**config.mk**
```make
export PLATFORM = sky130hd
export DESIGN_NAME = rsp_stream_ctrl_flat
export DESIGN_NICKNAME = d
export VERILOG_FILES = /design/src/rtl/rsp_stream_ctrl_if.sv /design/src/rtl/rsp_stream_ctrl.sv /design/src/flat_wrapper.sv
export SDC_FILE = /design/constraint.sdc
export NUM_CORES = 1
export LEC_CHECK = 0
export CAP_MARGIN = 10
export CORE_UTILIZATION = 44
export DETAILED_ROUTE_END_ITERATION = 8
export PLACE_DENSITY = 0.74
export SLEW_MARGIN = 20
export SYNTH_ARGS = -nofsm -noshare
export SYNTH_HDL_FRONTEND = slang
export SYNTH_SLANG_ARGS = --single-unit
```
**constraint.sdc**
```tcl
create_clock -name clk_i -period 3.7 [get_ports clk_i]
set_input_delay 1.11 -clock clk_i [delete_from_list [all_inputs] [get_ports clk_i]]
set_output_delay 1.11 -clock clk_i [all_outputs]
set_load 0.02 [all_outputs]
```
**src/rtl/rsp_stream_ctrl_if.sv**
```systemverilog
// Handshake and scratchpad-control bundle for the stream sequencing controller.
// The slave side is the controller itself; the master side is the environment
// (producer, consumer and scratchpad address/enable consumer).
interface rsp_stream_ctrl_if #(
   parameter int ADDR_WIDTH = 3
);

   logic                  start;
   logic [ADDR_WIDTH:0]   stride;
   logic                  in_valid;
   logic                  in_last;
   logic                  in_ready;
   logic                  out_valid;
   logic                  out_ready;
   logic                  done;
   logic                  sp_wen;
   logic [ADDR_WIDTH-1:0] sp_waddr;
   logic [ADDR_WIDTH-1:0] sp_raddr;
   logic [ADDR_WIDTH:0]   count;

   modport master (
      output start, stride, in_valid, in_last, out_ready,
      input  in_ready, out_valid, done, sp_wen, sp_waddr, sp_raddr, count
   );

   modport slave (
      input  start, stride, in_valid, in_last, out_ready,
      output in_ready, out_valid, done, sp_wen, sp_waddr, sp_raddr, count
   );

endinterface

```
**src/rtl/rsp_stream_ctrl.sv**
```systemverilog
// Sequencing controller that runs a parallel-write / parallel-read scratchpad
// as a circular window buffer: producer beats of PAR_WRITE words go in at the
// write pointer, the consumer sees a PAR_READ-word window at the read pointer
// and retires a clamped stride of words per handshake.
module rsp_stream_ctrl #(
   parameter int ADDR_WIDTH = 3,
   parameter int PAR_WRITE  = 2,
   parameter int PAR_READ   = 1
) (
   input logic               clk_i,
   input logic               rst_ni,
   rsp_stream_ctrl_if.slave  bus
);

   localparam int DEPTH = 1 << ADDR_WIDTH;

   // Word counts are carried one bit wider than addresses so DEPTH itself fits.
   localparam logic [ADDR_WIDTH:0]   DEPTH_W = (ADDR_WIDTH+1)'(DEPTH);
   localparam logic [ADDR_WIDTH:0]   PW_W    = (ADDR_WIDTH+1)'(PAR_WRITE);
   localparam logic [ADDR_WIDTH:0]   PR_W    = (ADDR_WIDTH+1)'(PAR_READ);
   localparam logic [ADDR_WIDTH:0]   ONE_W   = (ADDR_WIDTH+1)'(1);
   localparam logic [ADDR_WIDTH-1:0] PW_A    = ADDR_WIDTH'(PAR_WRITE);

   typedef enum logic [1:0] {
      IDLE,
      FILL,
      STREAM,
      DRAIN
   } state_t;

   state_t                state_q, state_d;
   logic [ADDR_WIDTH-1:0] wrPtr_q, wrPtr_d;
   logic [ADDR_WIDTH-1:0] rdPtr_q, rdPtr_d;
   logic [ADDR_WIDTH:0]   count_q, count_d;
   logic [ADDR_WIDTH:0]   stride_q, stride_d;

   logic                  inReady;
   logic                  outValid;
   logic                  push;
   logic                  pop;
   logic                  doneNow;
   logic [ADDR_WIDTH:0]   freeWords;
   logic [ADDR_WIDTH:0]   countNext;
   logic [ADDR_WIDTH:0]   strideClamped;

   // Handshakes and occupancy arithmetic; a pop never frees room for a same-cycle push.
   always_comb begin
      freeWords = DEPTH_W - count_q;
      inReady   = ((state_q == FILL) || (state_q == STREAM)) && (freeWords >= PW_W);
      outValid  = ((state_q == STREAM) || (state_q == DRAIN)) && (count_q >= PR_W);
      push      = bus.in_valid & inReady;
      pop       = outValid & bus.out_ready;
      countNext = count_q + (push ? PW_W : '0) - (pop ? stride_q : '0);
   end

   // Stride is forced into 1..PAR_READ so a pop never retires more than the window.
   always_comb begin
      strideClamped = bus.stride;
      if (bus.stride == '0) begin
         strideClamped = ONE_W;
      end else if (bus.stride > PR_W) begin
         strideClamped = PR_W;
      end
   end

   // Next-state logic for the frame sequencer plus pointer and count updates.
   always_comb begin
      state_d  = state_q;
      wrPtr_d  = push ? (wrPtr_q + PW_A) : wrPtr_q;
      rdPtr_d  = pop ? (rdPtr_q + stride_q[ADDR_WIDTH-1:0]) : rdPtr_q;
      count_d  = countNext;
      stride_d = stride_q;
      doneNow  = 1'b0;
      case (state_q)
         IDLE: begin
            if (bus.start) begin
               state_d  = FILL;
               wrPtr_d  = '0;
               rdPtr_d  = '0;
               count_d  = '0;
               stride_d = strideClamped;
            end
         end
         FILL: begin
            if (push && bus.in_last) begin
               state_d = DRAIN;
            end else if (countNext >= PR_W) begin
               state_d = STREAM;
            end
         end
         STREAM: begin
            if (push && bus.in_last) begin
               state_d = DRAIN;
            end
         end
         DRAIN: begin
            if (!pop && (count_q < PR_W)) begin
               doneNow = 1'b1;
               state_d = IDLE;
            end
         end
         default: begin
            state_d = IDLE;
         end
      endcase
   end

   // State, pointer, occupancy and stride registers with asynchronous abort.
   always_ff @(posedge clk_i or negedge rst_ni) begin
      if (!rst_ni) begin
         state_q  <= IDLE;
         wrPtr_q  <= '0;
         rdPtr_q  <= '0;
         count_q  <= '0;
         stride_q <= '0;
      end else begin
         state_q  <= state_d;
         wrPtr_q  <= wrPtr_d;
         rdPtr_q  <= rdPtr_d;
         count_q  <= count_d;
         stride_q <= stride_d;
      end
   end

   assign bus.in_ready  = inReady;
   assign bus.out_valid = outValid;
   assign bus.done      = doneNow;
   assign bus.sp_wen    = push;
   assign bus.sp_waddr  = wrPtr_q;
   assign bus.sp_raddr  = rdPtr_q;
   assign bus.count     = count_q;

endmodule

```
**src/flat_wrapper.sv**
```systemverilog
// flat-port wrapper written by rule: the top's interface ports become plain ports
module rsp_stream_ctrl_flat 
#(
   parameter int ADDR_WIDTH = 3,
   parameter int PAR_WRITE  = 2,
   parameter int PAR_READ   = 1
)
  (clk_i, rst_ni, bus_start, bus_stride, bus_in_valid, bus_in_last, bus_out_ready, bus_in_ready, bus_out_valid, bus_done, bus_sp_wen, bus_sp_waddr, bus_sp_raddr, bus_count);
  rsp_stream_ctrl_if #(.ADDR_WIDTH(ADDR_WIDTH)) bus_i ();
  input logic clk_i;
  input logic rst_ni;
  input wire logic [$bits(bus_i.start)-1:0] bus_start;
  input wire logic [$bits(bus_i.stride)-1:0] bus_stride;
  input wire logic [$bits(bus_i.in_valid)-1:0] bus_in_valid;
  input wire logic [$bits(bus_i.in_last)-1:0] bus_in_last;
  input wire logic [$bits(bus_i.out_ready)-1:0] bus_out_ready;
  output wire logic [$bits(bus_i.in_ready)-1:0] bus_in_ready;
  output wire logic [$bits(bus_i.out_valid)-1:0] bus_out_valid;
  output wire logic [$bits(bus_i.done)-1:0] bus_done;
  output wire logic [$bits(bus_i.sp_wen)-1:0] bus_sp_wen;
  output wire logic [$bits(bus_i.sp_waddr)-1:0] bus_sp_waddr;
  output wire logic [$bits(bus_i.sp_raddr)-1:0] bus_sp_raddr;
  output wire logic [$bits(bus_i.count)-1:0] bus_count;
  assign bus_i.start = bus_start;
  assign bus_i.stride = bus_stride;
  assign bus_i.in_valid = bus_in_valid;
  assign bus_i.in_last = bus_in_last;
  assign bus_i.out_ready = bus_out_ready;
  assign bus_in_ready = bus_i.in_ready;
  assign bus_out_valid = bus_i.out_valid;
  assign bus_done = bus_i.done;
  assign bus_sp_wen = bus_i.sp_wen;
  assign bus_sp_waddr = bus_i.sp_waddr;
  assign bus_sp_raddr = bus_i.sp_raddr;
  assign bus_count = bus_i.count;
  rsp_stream_ctrl #(.ADDR_WIDTH(ADDR_WIDTH), .PAR_WRITE(PAR_WRITE), .PAR_READ(PAR_READ)) u_core (.clk_i(clk_i), .rst_ni(rst_ni), .bus(bus_i));
endmodule
```
==> impl_metrics.csv, run 1 <==
group,metric,value,unit
synthesis,synth_top_cells_by_count,"dfrtp_1 (15), ha_1 (13), nor2_1 (13), inv_1 (11), and2_1 (9)",
worst_setup_path,critPathKind,"flip-flop to flip-flop",
synthesis,synth_compound_gate_area_share,8.931,%
route,drc_errors,0,
placement,dp_hpwl,1829,um
synthesis,syn_nets,130,
timing,slew_viol_final,0,
power,switchingPower,0.0007118,W
synthesis,synth_simple_gate_area_share,20.09,%
clocking,clkTransAtPathRegs,90,ps
worst_setup_path,end_kind,"flip-flop",
timing,clock_skew,8.107,ps
synthesis,yosys.area_share.xor_xnor,6.228,%
timing,worstMarginPinSlew,663.1,ps
die,io_pins,24,
timing,post-route-period-util,99.03,%
global_route,grt_pass1_wl,3877,um
hold_path,hp-class,"flip-flop to flip-flop",
route,drt-total-wl,2502,um
clocking,cts_buffer_depth,2,
worst_setup_path,worstReg2RegStart,"u_core.bus.count[1]",
route,ant_nets,0,
cells_and_area,insertedDiodeCount,0,
synthesis,synth_area,1065,um2
global_route,antenna_found_initial,0,
clocking,cts_made_buffers,3,
cells_and_area,fin_util,68.20,%
power,pwr-share-clk,6.1,%
power,power,0.001589,W
worst_setup_path,crit_required,3870,ps
placement,dpl.cell_count,160,
route,via_count,854,
clocking,cts_num_sinks,15,
synthesis,synth_top_family_by_area,"adder cells",
run_status,status,"complete, no violations",
synthesis,ys_warn_count,0,
clocking,h-tree-depth,1,
synthesis,yosysTopAreaCellShare,35.25,%
synthesis,ys.flop_type,"dfrtp_1",
cells_and_area,nets,169,
power,p_comb_share,75.4,%
synthesis,synth_cell_type_count,36,
power,switching_share,44.78,%
synthesis,syn_avg_cell_area,10.24,um2
route,first_pass_iters,4,
clocking,clock_latency,290,ps
clocking,cts-root-buf,"clkbuf_4",
timing,rsz0062_at_grt,"yes",
global_route,grt_max_degree,16,
worst_setup_path,startpoint_type,"flip-flop",
cells_and_area,fin_area,1538,um2
power,power.leakage,0.7149,nW
timing,min_period,3664,ps
clocking,cts_tree,"built",
placement,placed_area,1380,um2
synthesis,ys_seq_area_share,35.25,%
die,die_area,2620,um2
synthesis,synthMuxAreaShare,3.290,%
power,power_frac_seq,18.5,%
global_route,grt_pass1_vias,880,
power,p_int,0.0008776,W
job,maxCapViolations,0,
die,initial_utilization,47.23,%
global_route,grt_use_total,20.42,%
hold_path,min_to,"u_core.stride_q[3]",
route,drt_iter0_markers,1,
die,die_h,51.19,um
die,std_cell_rows,17,
hold_path,holdPathStages,1,
worst_setup_path,r2r_end,"u_core.state_q[1]",
synthesis,synth_edf_count,0,
synthesis,synth_most_common_cell,"dfrtp_1",
global_route,grt-ovfl-total,0,
placement,placement.io_buffers,18,
cells_and_area,syn_to_final_growth,44.42,%
cells_and_area,drive_gt1_share,30.99,%
synthesis,synth_seq_cells,15,
die,die_x,51.19,um
power,peakVddDrop,0.6984,mV
synthesis,async_flop_share,100.0,%
synthesis,synth_area_leaders,"dfrtp_1 (35%), ha_1 (15%), fa_1 (5.6%), and2_1 (5.3%), nor2_1 (4.6%)",
synthesis,synth_adder_area_share,20.92,%
worst_setup_path,worstPathArrival,3840,ps
cells_and_area,finalNonFillerCells,170,
route,vias_per_cell,5.024,
die,core_area,2255,um2
worst_setup_path,r2r_slack,40,ps
clocking,cts-hold-fix-buffers,0,
synthesis,synth.largest_area_cell,"dfrtp_1",
route,routedWlPerCell,14.72,um
worst_setup_path,r2r_cells,13,
timing,hold_viol_final,0,
power,powerDensity,1034,nW/um2
timing,setup_tns,0,ps
worst_setup_path,path_max_fanout,5,
placement,gp_congestion,0.7905,
hold_path,min_from,"u_core.stride_q[3]",
timing,fmax,0.2729,GHz
timing,max_slew_margin,55.65,%
timing,finalSetupViolCount,0,
synthesis,synthCells,104,
==> area by class of cell <==
type	count	area, um2
Clock buffer	3	22.52
Clock inverter	1	5.005
Fill cell	178	716.9
Inverter	11	46.29
Multi-Input combinational cell	76	742.0
Sequential cell	15	377.9
Tap cell	28	35.03
Timing Repair Buffer	36	309.0
==> metal layers <==
layer  up-vias  global-route usage, %  routed length (um)
met1       409                  23.50                1065
met2        14                  38.60                1361
met4         0                  6.944                  19
met5         -                      0                   0
li1        427                      -                   -
met3         4                  2.083                  55
==> through the flow <==
step	worst slack [ps]	hold slack, ps
5_1_grt	-72.16	516.5
6_report	35.82	500.6
4_1_cts	6.554	502.8
2_1_floorplan	-55.60	452.7
3_5_place_dp	-619.2	482.1
3_3_place_gp	-595.7	473.9
==> state kept, by name, summed over array words and instances (netlist names) <==
| register | flops |
|---|---|
| u_core.bus.sp_raddr | 3 |
| u_core.stride_q | 4 |
| u_core.state_q | 2 |
| u_core.bus.count | 4 |
| u_core.bus.sp_waddr | 2 |
==> worst max path at each step <==
stage | startpoint | to | slack, ps | depth (start not counted)
5_1_grt | u_core.bus.count[0] | u_core.state_q[1] | -70 | 14
3_3_place_gp | bus_out_ready | u_core.state_q[1] | -600 | 13
4_1_cts | u_core.bus.count[0] | u_core.state_q[1] | 7 | 15
6_report | u_core.bus.count[1] | u_core.state_q[1] | 40 | 13
2_1_floorplan | bus_out_ready | u_core.state_q[1] | -60 | 12
3_5_place_dp | bus_out_ready | u_core.state_q[1] | -620 | 13
==> power groups by stage <==
stage	Sequential, W	Combinational, W	Clock, W
final	0.000294	0.00120	0.0000969
after global routing	0.000302	0.00131	0.000104
after CTS	0.000284	0.00110	0.0000964
after detailed placement	0.000286	0.00104	0
after global placement	0.000280	0.00100	0
after floorplan	0.000348	0.000606	0
==> repair_timing <==
action,in CTS,in global routing
pin swaps,7,9
resized for setup,14,13
buffers inserted,3,3
endpoints found under the setup margin,3,3
hold endpoints to repair,0,0
==> cell usage in the layout (no fill, tap or decap), drive strengths merged, types with 3 or more instances in the layout <==
master         count
dfrtp             15
nor2              13
and2               9
inv               11
clkbuf             3
clkdlybuf4s50     16
buf               19
nand2              4
xor2               4
fa                 3
ha                13
==> critical path, cell delays in order, from the launching register on <==
cell and delay [ps]:
dfrtp_2 450, or4_4 570, o2111ai_4 130, nand3_2 140, fa_1 500, inv_1 40, ha_2 170, inv_2 50
fa_2 430, nand4b_1 170, o21ba_4 170, a211o_1 250, a21o_1 180, mux2_4 300
==> kinds of logic after synthesis <==
logic type,count (synthesis)
muxes,3
adders and majority gates,16
and+or+nand+nor,39
other,1
xor gates and xnor gates,6
AOI/OAI and AO/OA,11
DFF,15
buffers and inverters,13
(Power assumes the default switching activity.)
==> inputs of run 2 (changes only) <==
Settings changed: CAP_MARGIN 10 to 20, TNS_END_PERCENT set to 20.
==> results of run 2 <==
Final layout, timing and power as in run 1 (identical DEF).
